[config.mk]
export PLATFORM = sky130hd
export DESIGN_NAME = spi_xfer_arbiter
export DESIGN_NICKNAME = d
export VERILOG_FILES = /design/src/rtl/spi_xfer_arbiter.sv
export SDC_FILE = /design/constraint.sdc
export NUM_CORES = 1
export LEC_CHECK = 0
export ABC_AREA = 0
export BUFFER_PORTS_ARGS = -buffer_cell sky130_fd_sc_hd__buf_4
export CAP_MARGIN = 20
export CELL_PAD_IN_SITES_DETAIL_PLACEMENT = 1
export CELL_PAD_IN_SITES_GLOBAL_PLACEMENT = 2
export CORE_MARGIN = 3
export CORE_UTILIZATION = 30
export CTS_CLUSTER_SIZE = 12
export DETAILED_ROUTE_END_ITERATION = 6
export PLACE_DENSITY = 0.85
export SYNTH_ARGS = -nofsm -noshare
export SYNTH_HDL_FRONTEND = slang
export SYNTH_SLANG_ARGS = --single-unit
[constraint.sdc]
create_clock -name clk -period 2.04 [get_ports clk]
set_clock_uncertainty 0.2 [all_clocks]
set_input_delay 0.102 -clock clk [delete_from_list [all_inputs] [get_ports clk]]
set_output_delay 0.102 -clock clk [all_outputs]
set_load 0.02 [all_outputs]
[src/rtl/spi_xfer_arbiter.sv]
// spi_xfer_arbiter: round-robin arbiter and transaction sequencer in front of a
// single SPI byte engine. Each requester owns one active-low chip select that is
// held low for its whole multi-byte transaction.
// Optional watchdog in WAIT: define SPI_XFER_TIMEOUT_EN.
//
// state | meaning
// IDLE  | all cs_n high, arbitrate among pending requests
// SETUP | cs_n low, waiting out the chip-select setup time
// START | issue the next byte to the engine once it is not busy
// WAIT  | byte in flight, waiting for spi_done
// HOLD  | last byte done, waiting out the chip-select hold time
// GAP   | cs_n high, enforcing the minimum idle time between transactions
module spi_xfer_arbiter #(
    parameter int NUM_REQ      = 4,
    parameter int CS_SETUP_CYC = 2,
    parameter int CS_HOLD_CYC  = 2,
    parameter int CS_IDLE_CYC  = 4,
    parameter int TIMEOUT_CYC  = 1024
) (
    input  logic                   clk,
    input  logic                   rst,
    input  logic [NUM_REQ-1:0]     req,
    input  logic [8*NUM_REQ-1:0]   req_tx_data,
    input  logic [NUM_REQ-1:0]     req_last,
    output logic [NUM_REQ-1:0]     gnt,
    output logic [NUM_REQ-1:0]     tx_ack,
    output logic [7:0]             rx_data,
    output logic [NUM_REQ-1:0]     rx_valid,
    output logic                   err,
    output logic                   spi_start,
    output logic [7:0]             spi_tx_data,
    input  logic [7:0]             spi_rx_data,
    input  logic                   spi_busy,
    input  logic                   spi_done,
    output logic [NUM_REQ-1:0]     cs_n
);

    localparam int IW   = $clog2(NUM_REQ);
    localparam int CMAX = (CS_SETUP_CYC > CS_HOLD_CYC)
                        ? ((CS_SETUP_CYC > CS_IDLE_CYC) ? CS_SETUP_CYC : CS_IDLE_CYC)
                        : ((CS_HOLD_CYC > CS_IDLE_CYC) ? CS_HOLD_CYC : CS_IDLE_CYC);
    localparam int CW   = $clog2(CMAX + 1);

    // Outputs are registered, so each timed phase spends one cycle fewer in its
    // own state; a phase of length 1 is skipped entirely.
    localparam logic [CW-1:0] SETUP_LD = (CS_SETUP_CYC > 1) ? CW'(CS_SETUP_CYC - 2) : '0;
    localparam logic [CW-1:0] HOLD_LD  = (CS_HOLD_CYC > 1)  ? CW'(CS_HOLD_CYC - 2)  : '0;
    localparam logic [CW-1:0] IDLE_LD  = (CS_IDLE_CYC > 1)  ? CW'(CS_IDLE_CYC - 2)  : '0;

    typedef enum logic [2:0] {
        S_IDLE, S_SETUP, S_START, S_WAIT, S_HOLD, S_GAP
    } state_t;

    state_t             state_q, state_d;
    logic [IW-1:0]      ptr_q, ptr_d;
    logic [IW-1:0]      idx_q, idx_d;
    logic [CW-1:0]      cnt_q, cnt_d;
    logic               last_flag_q, last_flag_d;
    logic [NUM_REQ-1:0] gnt_q, gnt_d;
    logic [NUM_REQ-1:0] cs_n_q, cs_n_d;
    logic [NUM_REQ-1:0] tx_ack_q, tx_ack_d;
    logic [NUM_REQ-1:0] rx_valid_q, rx_valid_d;
    logic [7:0]         rx_data_q, rx_data_d;
    logic               spi_start_q, spi_start_d;
    logic [7:0]         spi_tx_data_q, spi_tx_data_d;
    logic               found;
    logic [IW-1:0]      win;
    logic               release_cs;

`ifdef SPI_XFER_TIMEOUT_EN
    localparam int TW = $clog2(TIMEOUT_CYC + 1);
    logic [TW-1:0] wd_q, wd_d;
    logic          err_q, err_d;
    assign err = err_q;
`else
    assign err = 1'b0;
`endif

    // Next-state and next-output logic for the whole sequencer.
    always_comb begin
        state_d       = state_q;
        ptr_d         = ptr_q;
        idx_d         = idx_q;
        cnt_d         = cnt_q;
        last_flag_d   = last_flag_q;
        gnt_d         = gnt_q;
        cs_n_d        = cs_n_q;
        tx_ack_d      = '0;
        rx_valid_d    = '0;
        rx_data_d     = rx_data_q;
        spi_start_d   = 1'b0;
        spi_tx_data_d = spi_tx_data_q;
        found         = 1'b0;
        win           = '0;
        release_cs    = 1'b0;
`ifdef SPI_XFER_TIMEOUT_EN
        wd_d          = wd_q;
        err_d         = 1'b0;
`endif
        case (state_q)
            S_IDLE: begin
                for (int k = 1; k <= NUM_REQ; k++) begin
                    if (!found && req[(int'(ptr_q) + k) % NUM_REQ]) begin
                        found = 1'b1;
                        win   = IW'((int'(ptr_q) + k) % NUM_REQ);
                    end
                end
                if (found) begin
                    ptr_d       = win;
                    idx_d       = win;
                    gnt_d       = '0;
                    gnt_d[win]  = 1'b1;
                    cs_n_d      = '1;
                    cs_n_d[win] = 1'b0;
                    if (CS_SETUP_CYC > 1) begin
                        state_d = S_SETUP;
                        cnt_d   = SETUP_LD;
                    end else begin
                        state_d = S_START;
                    end
                end
            end
            S_SETUP: begin
                if (cnt_q == '0) state_d = S_START;
                else             cnt_d   = cnt_q - 1'b1;
            end
            S_START: begin
                if (!spi_busy) begin
                    spi_start_d      = 1'b1;
                    spi_tx_data_d    = req_tx_data[8*idx_q +: 8];
                    tx_ack_d[idx_q]  = 1'b1;
                    last_flag_d      = req_last[idx_q] | ~req[idx_q];
                    state_d          = S_WAIT;
`ifdef SPI_XFER_TIMEOUT_EN
                    wd_d             = '0;
`endif
                end
            end
            S_WAIT: begin
                if (spi_done) begin
                    rx_data_d         = spi_rx_data;
                    rx_valid_d[idx_q] = 1'b1;
                    // A requester that has dropped req by now gets no further bytes.
                    if (last_flag_q || !req[idx_q]) begin
                        if (CS_HOLD_CYC > 1) begin
                            state_d = S_HOLD;
                            cnt_d   = HOLD_LD;
                        end else begin
                            release_cs = 1'b1;
                        end
                    end else begin
                        state_d = S_START;
                    end
                end
`ifdef SPI_XFER_TIMEOUT_EN
                else if (wd_q == TW'(TIMEOUT_CYC - 1)) begin
                    err_d      = 1'b1;
                    release_cs = 1'b1;
                end else begin
                    wd_d = wd_q + 1'b1;
                end
`endif
            end
            S_HOLD: begin
                if (cnt_q == '0) release_cs = 1'b1;
                else             cnt_d      = cnt_q - 1'b1;
            end
            S_GAP: begin
                if (cnt_q == '0) state_d = S_IDLE;
                else             cnt_d   = cnt_q - 1'b1;
            end
            default: state_d = S_IDLE;
        endcase

        if (release_cs) begin
            cs_n_d = '1;
            gnt_d  = '0;
            if (CS_IDLE_CYC > 1) begin
                state_d = S_GAP;
                cnt_d   = IDLE_LD;
            end else begin
                state_d = S_IDLE;
            end
        end
    end

    // State and registered outputs; reset releases every chip select at once.
    always_ff @(posedge clk or posedge rst) begin
        if (rst) begin
            state_q       <= S_IDLE;
            ptr_q         <= IW'(NUM_REQ - 1);
            idx_q         <= '0;
            cnt_q         <= '0;
            last_flag_q   <= 1'b0;
            gnt_q         <= '0;
            cs_n_q        <= '1;
            tx_ack_q      <= '0;
            rx_valid_q    <= '0;
            rx_data_q     <= 8'h00;
            spi_start_q   <= 1'b0;
            spi_tx_data_q <= 8'h00;
`ifdef SPI_XFER_TIMEOUT_EN
            wd_q          <= '0;
            err_q         <= 1'b0;
`endif
        end else begin
            state_q       <= state_d;
            ptr_q         <= ptr_d;
            idx_q         <= idx_d;
            cnt_q         <= cnt_d;
            last_flag_q   <= last_flag_d;
            gnt_q         <= gnt_d;
            cs_n_q        <= cs_n_d;
            tx_ack_q      <= tx_ack_d;
            rx_valid_q    <= rx_valid_d;
            rx_data_q     <= rx_data_d;
            spi_start_q   <= spi_start_d;
            spi_tx_data_q <= spi_tx_data_d;
`ifdef SPI_XFER_TIMEOUT_EN
            wd_q          <= wd_d;
            err_q         <= err_d;
`endif
        end
    end

    assign gnt         = gnt_q;
    assign cs_n        = cs_n_q;
    assign tx_ack      = tx_ack_q;
    assign rx_valid    = rx_valid_q;
    assign rx_data     = rx_data_q;
    assign spi_start   = spi_start_q;
    assign spi_tx_data = spi_tx_data_q;

endmodule
==> metrics.txt <==
status=finished clean; Tot GR Track Use=around 14%; Die Wd=92.2 um; Tcrit/Tclk final=about 90%; GP Congestion=0.746; largest net degree at the start of global routing=22; max_cap viols=0; Post-synth EDFFs=0; cells on worst reg2reg path=4; Crit Path Max Fanout=11; Synth Area in XOR/XNOR=0%; worst vdd ir=~0.45 mV; register bit total from synthesis=44; sequential area share after synthesis=between 40% and 50%; Starting Density=32.0%; grt total ovfl=0; endpoints failing setup=0; Worst Path Buf+Inv=0; vias in the first global route=around 1900; area share of the largest cell type after synthesis=a little over two fifths; TritonCTS Sinks=44; crit path kind=reg2reg; Synthesis Warnings=0; Worst EP required=between 2 and 2.5 ns; number of buffers added on ports=84; FILL cells=792; unrepaired setup endpoints after global routing=no; slowest CP cell=dfrtp_1; fraction of registers with async set/reset=100%; main flop type after synthesis=dfrtp_1; max incr delay on CP=0.48 ns; # DRC=0; min-delay worst type=in2reg; Netlist cell types=between 40 and 50; first-pass GRT wire length=~9.9 mm; power per standard cell area=approximately 1400 nW/um2; Pins Over Slew Limit=0; Simple-Gate Fraction of Synth Area=15.6%; diodes inserted=0; most common cell in the netlist=dfrtp_1; Synth Area in Adders=1.12%; post-synthesis mux area share=between 10% and 20%; Layout Nets=between 300 and 400; CP Cell Sequence=nor3_2 > nand2_1 > a31oi_4 > a22o_1; drt total wl=approximately 5.9 mm; Via density=4.81; largest family of logic cells by synthesized area=simple AND/OR/NAND/NOR gates; Final ANT Viol Nets=0; dominant cell type by area after synthesis=dfrtp_1; Top delay family on crit path=simple AND/OR/NAND/NOR gates; hpwl dp=4.51 mm; top post-synthesis cells by area=dfrtp_1, dfstp_2, mux4_2, nand2_1, mux2_1; WHS Path Cells=4; Avg Synthesized Cell Area=11.4 um2; count of final hold-check violations=0; synth cell count leaders=dfrtp_1, nand2_1, nor2_1; Post-Syn Nets=about 250; overall die height=between 90 and 100 um; CP endpoint kind=flip-flop; DRT iter0 DRCs=just over 40; CTS root buffer=clkbuf_8; CTS tree=done; Avg WL per Cell=15.4 um; Worst Setup Start Kind=flip-flop; Cell Rows=30; Crit path depth=4; post-synthesis instance total=195; clock insertion delay at the later pin of the skew report=approximately 0.3 ns; layout cells sized above 1=around 44%; fmax=roughly 540 MHz; Final TNS setup=0 ns; DIE AREA=between 8000 and 9000 um2; H-tree depth=2; post-synthesis compound-gate area fraction=14.5%; DR vias=1860; leakage power=1.53 nW; core footprint=6980 um2; Worst-path clk slew=approximately 0.09 ns; first drt pass iteration count=4; Period minus WS final=1.84 ns; Clock Tree Buf Depth=2; Mapped Area=roughly 2200 um2; WP data arrival=between 1.5 and 2 ns; antenna violations before repair=0; synth-to-layout area growth=43.0%; CTS Buf Count=5; # IOs=between 80 and 90; Hold Slack=approximately 0.024 ns
## worst paths after layout
path / to / slack (ns) / startpoint
hold reg to reg: spi_tx_data[2] / 0.28 / spi_tx_data[2]
max in group asynchronous: spi_tx_data[4] / 0.87 / rst
setup reg to reg: gnt[3] / 0.20 / state_q[0]
min in group asynchronous: rx_data[1] / 0.18 / rst
setup / recovery: gnt[3] / 0.20 / state_q[0]
hold / removal: spi_tx_data[6] / 0.02 / req_tx_data[30]
## layout by cell type, fill, tap and decap left out, types with 5 or more instances in the layout
cell	netlist	final
nand2_1	32	32
dfrtp_1	38	38
nand2b_1	8	8
nor2_1	11	11
a21o_1	6	6
dfstp_2	6	6
dlygate4sd3_1	0	10
mux2_1	5	5
mux4_2	7	7
buf_4	2	91
o21ai_0	6	6
inv_1	7	6
clkbuf_8	0	6
## metal layers
metal  global-route usage (%)  up-vias  wire (um)
met2                     24.0       49       2920
li1                         -      879          -
met5                        0        -          0
met4                     2.97        0         48
met1                     18.9      927       2650
met3                     3.86        5        326
## area by class of cell
class | instances | area [um2] | area share, %
sequential | 44 | 1110 | 34.8
clock buffer | 6 | 82.6 | 2.59
inverter | 8 | 30.0 | 0.942
timing repair buffer | 101 | 783 | 24.6
tap | 96 | 120 | 3.77
multi-input combinational | 130 | 1030 | 32.2
clock inverter | 2 | 38.8 | 1.22
## kinds of logic (layout without fill, tap and decap cells)
logic type | after synthesis | count (layout)
fa+ha+maj | 2 | 2
buf+inv | 21 | 117
compound gates | 39 | 39
flops | 44 | 44
other cells | 1 | 1
simple gates | 70 | 70
mux | 18 | 18
## report_power, final
part / internal, mW / total [mW] / switching, mW
combinational: 1.03 / 2.19 / 1.16
sequential: 1.23 / 1.45 / 0.218
clock: 0.401 / 0.705 / 0.305
## repair_timing
action / 4_1_cts / 5_1_grt
endpoints found under the hold margin: 29 / 0
hold buffers: 10 / 0
setup buffers: 0 / 0
resized for setup: 0 / 4
setup endpoints to repair: 0 / 11
## state kept, by name, indices dropped and copies added, names as in the netlist
name         count
rx_data          8
spi_tx_data      8
cs_n             4
gnt              4
rx_valid         4
tx_ack           4
cnt_q            3
state_q          3
idx_q            2
ptr_q            2
last_flag_q      1
spi_start        1
## per-stage QoR
stage / util [%] / cell area (um2) / std cells / worst slack [ns] / power, mW
global route: 45.7 / 3190 / 387 / 0.0307 / 4.68
CTS: 45.5 / 3170 / 387 / 0.115 / 4.39
detailed placement: 42.3 / 2950 / 369 / 0.127 / 3.65
floorplan: - / 2230 / 195 / 0.290 / 2.93
finish: 45.7 / 3190 / 387 / 0.202 / 4.35
global placement: 42.3 / 2950 / 369 / 0.177 / 3.60
## worst register-to-register path, cell delays in order (launching register included)
cell	delay, ns
dfrtp_1	0.48
nor3_2	0.30
nand2_1	0.30
a31oi_4	0.32
a22o_1	0.18
Power figures use the tool's default switching activity.
